`src/rtl/ysyx_24110015_uart_tx.sv`:
```
// Byte-FIFO-fed 8N1 UART transmitter: bytes are queued through a valid/ready
// port and serialised LSB first, back-to-back frames with no idle gap.
module ysyx_24110015_uart_tx #(
  parameter int DIV   = 16,
  parameter int DEPTH = 8
) (
  input  logic                     clk,
  input  logic                     rst,
  input  logic                     in_valid,
  output logic                     in_ready,
  input  logic [7:0]               in_data,
  output logic                     tx,
  output logic                     busy,
  output logic [$clog2(DEPTH):0]   fifo_count,
  output logic [1:0]               dbg_state_o
);

  localparam int AW = $clog2(DEPTH);
  localparam int CW = $clog2(DIV);

  localparam logic [1:0] S_IDLE  = 2'd0;
  localparam logic [1:0] S_START = 2'd1;
  localparam logic [1:0] S_DATA  = 2'd2;
  localparam logic [1:0] S_STOP  = 2'd3;

  localparam logic [AW:0]   FIFO_FULL = (AW + 1)'(DEPTH);
  localparam logic [CW-1:0] BAUD_LAST = CW'(DIV - 1);

  // Handshake: a byte moves on a rising edge exactly when in_valid and
  // in_ready are both 1; in_ready depends only on registered state.
  logic [7:0]    mem_q [DEPTH];
  logic [AW-1:0] wr_ptr_q, wr_ptr_d;
  logic [AW-1:0] rd_ptr_q, rd_ptr_d;
  logic [AW:0]   count_q, count_d;
  logic          ready_q;

  logic [1:0]    state_q, state_d;
  logic [CW-1:0] baud_q, baud_d;
  logic [2:0]    bit_q, bit_d;
  logic [7:0]    shift_q, shift_d;
  logic          tx_q, tx_d;

  logic          push;
  logic          pop;
  logic          baud_end;

  assign push     = in_valid & ready_q;
  assign baud_end = (baud_q == BAUD_LAST);

  always_comb begin
    state_d = state_q;
    baud_d  = baud_q;
    bit_d   = bit_q;
    shift_d = shift_q;
    pop     = 1'b0;
    case (state_q)
      S_IDLE: begin
        if (count_q != '0) begin
          pop     = 1'b1;
          shift_d = mem_q[rd_ptr_q];
          baud_d  = '0;
          bit_d   = 3'd0;
          state_d = S_START;
        end
      end
      S_START: begin
        if (baud_end) begin
          baud_d  = '0;
          bit_d   = 3'd0;
          state_d = S_DATA;
        end else begin
          baud_d = baud_q + CW'(1);
        end
      end
      S_DATA: begin
        if (baud_end) begin
          baud_d  = '0;
          shift_d = {1'b0, shift_q[7:1]};
          if (bit_q == 3'd7) begin
            state_d = S_STOP;
          end else begin
            bit_d = bit_q + 3'd1;
          end
        end else begin
          baud_d = baud_q + CW'(1);
        end
      end
      S_STOP: begin
        if (baud_end) begin
          baud_d = '0;
          if (count_q != '0) begin
            // chain straight into the next frame, no idle bit time
            pop     = 1'b1;
            shift_d = mem_q[rd_ptr_q];
            bit_d   = 3'd0;
            state_d = S_START;
          end else begin
            state_d = S_IDLE;
          end
        end else begin
          baud_d = baud_q + CW'(1);
        end
      end
      default: begin
        state_d = S_IDLE;
      end
    endcase
  end

  always_comb begin
    wr_ptr_d = push ? wr_ptr_q + AW'(1) : wr_ptr_q;
    rd_ptr_d = pop  ? rd_ptr_q + AW'(1) : rd_ptr_q;
    count_d  = count_q;
    case ({push, pop})
      2'b10:   count_d = count_q + (AW + 1)'(1);
      2'b01:   count_d = count_q - (AW + 1)'(1);
      default: count_d = count_q;
    endcase
  end

  // tx follows the state one cycle late, so it only ever changes on a clock edge
  always_comb begin
    tx_d = 1'b1;
    case (state_q)
      S_START: tx_d = 1'b0;
      S_DATA:  tx_d = shift_q[0];
      default: tx_d = 1'b1;
    endcase
  end

  always_ff @(posedge clk) begin
    if (!rst) begin
      wr_ptr_q <= '0;
      rd_ptr_q <= '0;
      count_q  <= '0;
      ready_q  <= 1'b0;
      state_q  <= S_IDLE;
      baud_q   <= '0;
      bit_q    <= 3'd0;
      shift_q  <= 8'h00;
      tx_q     <= 1'b1;
    end else begin
      wr_ptr_q <= wr_ptr_d;
      rd_ptr_q <= rd_ptr_d;
      count_q  <= count_d;
      ready_q  <= (count_d < FIFO_FULL);
      state_q  <= state_d;
      baud_q   <= baud_d;
      bit_q    <= bit_d;
      shift_q  <= shift_d;
      tx_q     <= tx_d;
    end
  end

  always_ff @(posedge clk) begin
    if (push) begin
      mem_q[wr_ptr_q] <= in_data;
    end
  end

  assign in_ready    = ready_q;
  assign tx          = tx_q;
  assign busy        = (state_q != S_IDLE) | (count_q != '0);
  assign fifo_count  = count_q;
  assign dbg_state_o = state_q;

endmodule

```
`config.mk`:
```
export PLATFORM = sky130hd
export DESIGN_NAME = ysyx_24110015_uart_tx
export DESIGN_NICKNAME = d
export VERILOG_FILES = /design/src/rtl/ysyx_24110015_uart_tx.sv
export SDC_FILE = /design/constraint.sdc
export NUM_CORES = 1
export LEC_CHECK = 0
export ABC_CLOCK_PERIOD_IN_PS = 3250
export CAP_MARGIN = 0
export CORE_MARGIN = 4
export CORE_UTILIZATION = 59
export DETAILED_ROUTE_END_ITERATION = 8
export PLACE_DENSITY = 0.86
export SYNTH_ARGS = -nofsm -noshare
export SYNTH_HDL_FRONTEND = slang
export SYNTH_SLANG_ARGS = --single-unit
export TNS_END_PERCENT = 10
```
`constraint.sdc`:
```
create_clock -name clk -period 3.25 [get_ports clk]
set_input_delay 0.65 -clock clk [delete_from_list [all_inputs] [get_ports clk]]
set_output_delay 0.65 -clock clk [all_outputs]
set_load 0.03 [all_outputs]
```
Word level (Yosys, flattened, before mapping)

Memory sizes are Yosys's and may differ from the RTL's. A register that Yosys moved wholly into a read port is not among the register bits.
Index checks and enable logic that the tools add are counted.

Bits in writable memories: 64
Word-level logic and storage cells: 69
Memories kept: 1
Register bits after elaboration: 29
Output and inout bits: 9

Memory list:

| memory | depth | bits a word | read ports | clocked after Yosys merged registers in | write ports | line | RTL |
|---|---|---|---|---|---|---|---|
| mem_q  | 8     | 8           | 1          | 1                                       | 1           | 31   | `logic [7:0] mem_q [DEPTH];` |

Mux-type cells: 29
$lt $le $gt $ge: 1
Equal/unequal tests: 13
Add/subtract/negate cells: 6
Reduce and logical (&&, ||, !) cells: 8
Bitwise logic cells: 2

Operator list:

| cell                | number |
|---|---|
| $mux 8              | 3 |
| $pmux 8 s3          | 1 |
| $mux 3              | 7 |
| $pmux 4 s2          | 2 |
| $ne 2x2->1 const B  | 6 |
| $pmux 3 s4          | 1 |
| $mux 2              | 5 |
| $add 3x1->3 const B | 3 |
| $add 4x1->4 const B | 2 |
| $mux 4              | 2 |
| $pmux 2 s4          | 1 |
| $eq 2x2->1 const B  | 3 |
| $mux 1              | 5 |
| $reduce_and 5->1    | 1 |
| $eq 2x1->1 const B  | 2 |
| $eq 4x4->1 const B  | 1 |
| $lt 4x4->1 const B  | 1 |
| $pmux 1 s2          | 2 |
| $reduce_and 4->1    | 1 |
| $reduce_bool 4->1   | 1 |
| $sub 4x1->4 const B | 1 |
| $eq 3x3->1 const B  | 1 |
| $reduce_and 3->1    | 1 |
| $reduce_bool 3->1   | 1 |
| 5 further kinds     | 5 |

Longest topological paths before layout

Word-level depth: 7
Depth in mapped cells: 10
Depth with buffers taken out: 10

Worst setup path before layout

Ideal clock, no wire load.

Path kind: reg2reg
Start point: reg state_q[0] (netlist: dbg_state_o[0])
End point: reg (tool-made name)
Cell stages (with the launch flop): 10
Period minus slack after synthesis: 2,655 ps
Data required time: 3,178 ps
Arrival: 2,583 ps
Buffers on the path: 0
Library setup time: 72 ps
Slack: 595 ps
Cell sequence: dfxtp_1 -> inv_1 -> ha_1 -> or4b_1 -> inv_1 -> ha_1 -> o211ai_1 -> a21oi_1 -> mux2i_1 -> mux2i_1

RTL lines:

| what                   | line | RTL |
|---|---|---|
| from (decl)            | 37   | `logic [1:0] state_q, state_d;` |
| from (signal assigned) | 147  | `state_q <= state_d;` |

Worst setup path after layout

Start point: reg state_q[0] (netlist: dbg_state_o[0])
End point: out busy

Word-level cells in the longest chain between the ends: 2

Ends and longest elaborated chain:

| what              | line | RTL |
|---|---|---|
| $reduce_bool 2->1 | 163  | `assign busy = (state_q != S_IDLE) \| (count_q != '0);` |
| $or 1x1->1        | 163  |  |
| to (decl)         | 13   | `output logic busy,` |

No other way between the ends.

==> metrics.md <==
| Metric | Value |
|---|---|
| Outcome | `finished, final reports clean` |
| Initial core utilization | `60.43%` |
| Total global-route track usage | `18.54%` |
| Cells after synthesis | `266` |
| Final hold vios | `0` |
| Fill cell total of the finished layout | `473` |
| Crit-path leading delay family | `buffers and inverters` |
| PostCTS Resize Cnt | `0` |
| Skew final | `approximately 8.4 ps` |
| CP Max Fanout | `10` |
| CTS tree | `done` |
| Compound-Gate Fraction of Synth Area | `6.466%` |
| Dpl cells | `366` |
| DIE WIDTH | `91.19 um` |
| Number of global-route vias before repair | `2338` |
| # setup viols final | `0` |
| Cell taking the most area after synthesis | `edfxtp_1` |
| Max stage delay on crit path | `approximately 680 ps` |
| Fin util | `67.91%` |
| Vias/cell | `6.131` |
| N_diodes | `0` |
| Worst Max-Slew Pin Slew | `787.3 ps` |
| CP Data Arrival Time | `2220 ps` |
| Synthesis-stage register bit count | `96` |
| Synth area leaders | `edfxtp_1 (47%), dfxtp_1 (16%), mux4_1 (9.0%)` |
| Lkg Pwr | `1.634 nW` |
| Synth Flop Type | `edfxtp_1` |
| Yosys warning count | `0` |
| Syn-to-layout area delta | `12.38%` |
| Setup TNS | `0 ps` |
| Max clock buf depth | `2` |
| Xor and xnor area share after synthesis | `under 10%` |
| RSZ-0062 raised after global routing | `no` |
| CTS clk-pin slew, worst paths | `90 ps` |
| Worst-Skew Late Latency | `360 ps` |
| Detailed Route Iter0 Violations | `173` |
| Root buffer cell | `clkbuf_8` |
| Postcts setup bufs | `0` |
| Vias post-DR | `2342` |
| Mux share of post-synthesis cell area | `14.59%` |
| Post-synthesis simple-gate area fraction | `7.815%` |
| Worst-case reg-to-reg path depth | `9` |
| Crit-path cells | `inv_1 -> ha_1 -> and2_1 -> inv_1 -> clkdlybuf4s50_1` |
| WS Path Type | `register to output port` |
| Layout Nets | `322` |
| Hold-fix buffers, CTS | `0` |
| GRT Residual Overflow | `0` |
| Crit end category | `output port` |
| Drc violations | `0` |
| Port Buf Inserts | `19` |
| DRT Pass-1 Iters | `5` |
| I/O pins | `20` |
| Mapped Nets | `291` |
| Max rail drop VDD | `466.1 uV` |
| Area of the core | `0.006756 mm2` |
| Die height | `91.19 um` |
| Largest net degree at the start of global routing | `25` |
| First-pass GRT wire length | `11.81 mm` |
| # Max-Cap Violations | `0` |
| DRT Wirelength | `7.063 mm` |
| Setup ws final | `between 300 and 400 ps` |
| Number of routed nets with antenna violations | `0` |
| Pre-CTS WS | `between 400 and 500 ps` |
| Number of enable flip-flop cells after synthesis | `between 60 and 70` |
| Top-area cell type share of the netlist area | `a little under half` |
| Initial antenna violation count | `0` |
| Fraction of layout cells with a size suffix above 1 | `between 10% and 20%` |
| Most numerous cell on the critical path | `inv_1` |
| Levels on crit path | `5` |
| Routed length per instance | `18.49 um` |
| Buf+Inv Stages, Crit Path | `3` |
| Worst Hold Class | `register to register` |
| Cell area after synthesis | `0.004083 mm2` |
| Hold Path Stages | `2` |
| TritonCTS Buffers | `9` |
| Post-synthesis sequential area ratio | `62.76%` |
| Final Cycle Share | `88.22%` |
| Post-Synth Adder-Cell Area | `roughly 4.3%` |
| # clock sinks | `96` |
| Critical-path top delay cell | `clkdlybuf4s50_1` |
| GPL Wtd Cong | `between 0.8 and 0.9` |
| Critical path startpoint category | `register` |
| Post-synth ARST share | `0%` |
| Syn Area/Cell | `15.35 um2` |
| # H-tree levels | `3` |
| Slew HR | `between 40% and 50%` |
| Layout Cells excl Fill | `~380` |
| Critical path data required time | `2600 ps` |
| Power Dens Cells | `762.9 mW/mm2` |
| Rows | `30` |
| Largest family of logic cells by synthesized area | `multiplexers` |
| Max Slew Vio Count | `0` |
| Max Clk Rate | `348.8 MHz` |
| Tmin final | `2867 ps` |
| HPWL after DPL | `4.576 mm` |
| Die ar. | `0.008315 mm2` |
| Post-synth cell types | `45` |
cell type report:
type	count	area [um2]	area share, %
clock buffer	9	123.9	2.700
clock inverter	7	76.32	1.663
inverter	8	30.03	0.6545
multi-input combinational	151	1415	30.84
sequential	96	2562	55.85
tap	80	100.1	2.182
timing repair buffer	31	280.3	6.109
worst paths after layout:
| check | start | endpoint | slack (ps) |
|---|---|---|---|
| setup / recovery | dbg_state_o[0] | busy | 380 |
| hold / removal | baud_q[1] | baud_q[1] | 490 |
| setup reg to reg | dbg_state_o[0] | in_ready | 620 |
| hold reg to reg | baud_q[1] | baud_q[1] | 490 |
tightest hold or removal path: cells and delay by family, from the launching register on:
kind,cells,cell delay (ps)
simple gates,1,60
flops,1,340
compound gates,1,50
Yosys cell counts, types with 3 or more instances:
library cell and count:
nand2_1 7, ha_1 14, nand3_1 6, clkbuf_1 6, nor3_1 5, o21a_1 4
xor2_1 3, mux2_2 10, a222oi_1 7, edfxtp_1 64, dfxtp_1 32, mux2i_1 7
and3_1 3, nor2_1 26, inv_1 7, mux4_1 14, a21oi_1 9, nand2b_1 3
or4_1 3, xnor2_1 4
per-layer routing:
metal / GRT usage [%] / wire, um
met3: 3.314 / 323
met1: 23.54 / 3041
met4: 8.166 / 123
met5: 0 / 0
met2: 31.21 / 3574
through the flow:
step,total power [W],area [um2],hold WS (ps)
floorplan,0.002444,4083,444.6
global placement,0.002697,4388,464.2
detailed placement,0.002737,4388,476.8
CTS,0.003516,4588,491.4
global route,0.003714,4588,506.7
finish,0.003500,4588,490.3
flip-flops by register name, indices dropped and copies added (netlist names), named ones only:
name and flops:
baud_q 4, bit_q 3, wr_ptr_q 3, in_ready 1, tx 1, rd_ptr_q 3, fifo_count 3, mem_q 64
dbg_state_o 2, shift_q 8
power by group:
part	leakage, nW	switching [W]	internal, W	total (W)
clock	0.103	0.000469	0.000308	0.000777
combinational	0.692	0.000637	0.000541	0.00118
sequential	0.839	0.000114	0.00143	0.00154
total	1.63	0.00122	0.00228	0.00350
cells by family after synthesis:
group / Yosys count
xor gates and xnor gates: 7
and+or+nand+nor: 63
muxes: 33
DFF: 96
adders and majority gates: 14
buffers and inverters: 19
AOI/OAI and AO/OA: 34
placed cells by master, fill, tap and decap left out, types with 9 or more instances in the layout:
| cell | count |
|---|---|
| a21oi_1 | 9 |
| buf_4 | 12 |
| clkbuf_8 | 9 |
| clkdlybuf4s50_1 | 19 |
| dfxtp_1 | 32 |
| edfxtp_1 | 64 |
| ha_1 | 14 |
| mux2_2 | 10 |
| mux4_1 | 14 |
| nor2_1 | 26 |
Power figures use the tool's default switching activity.
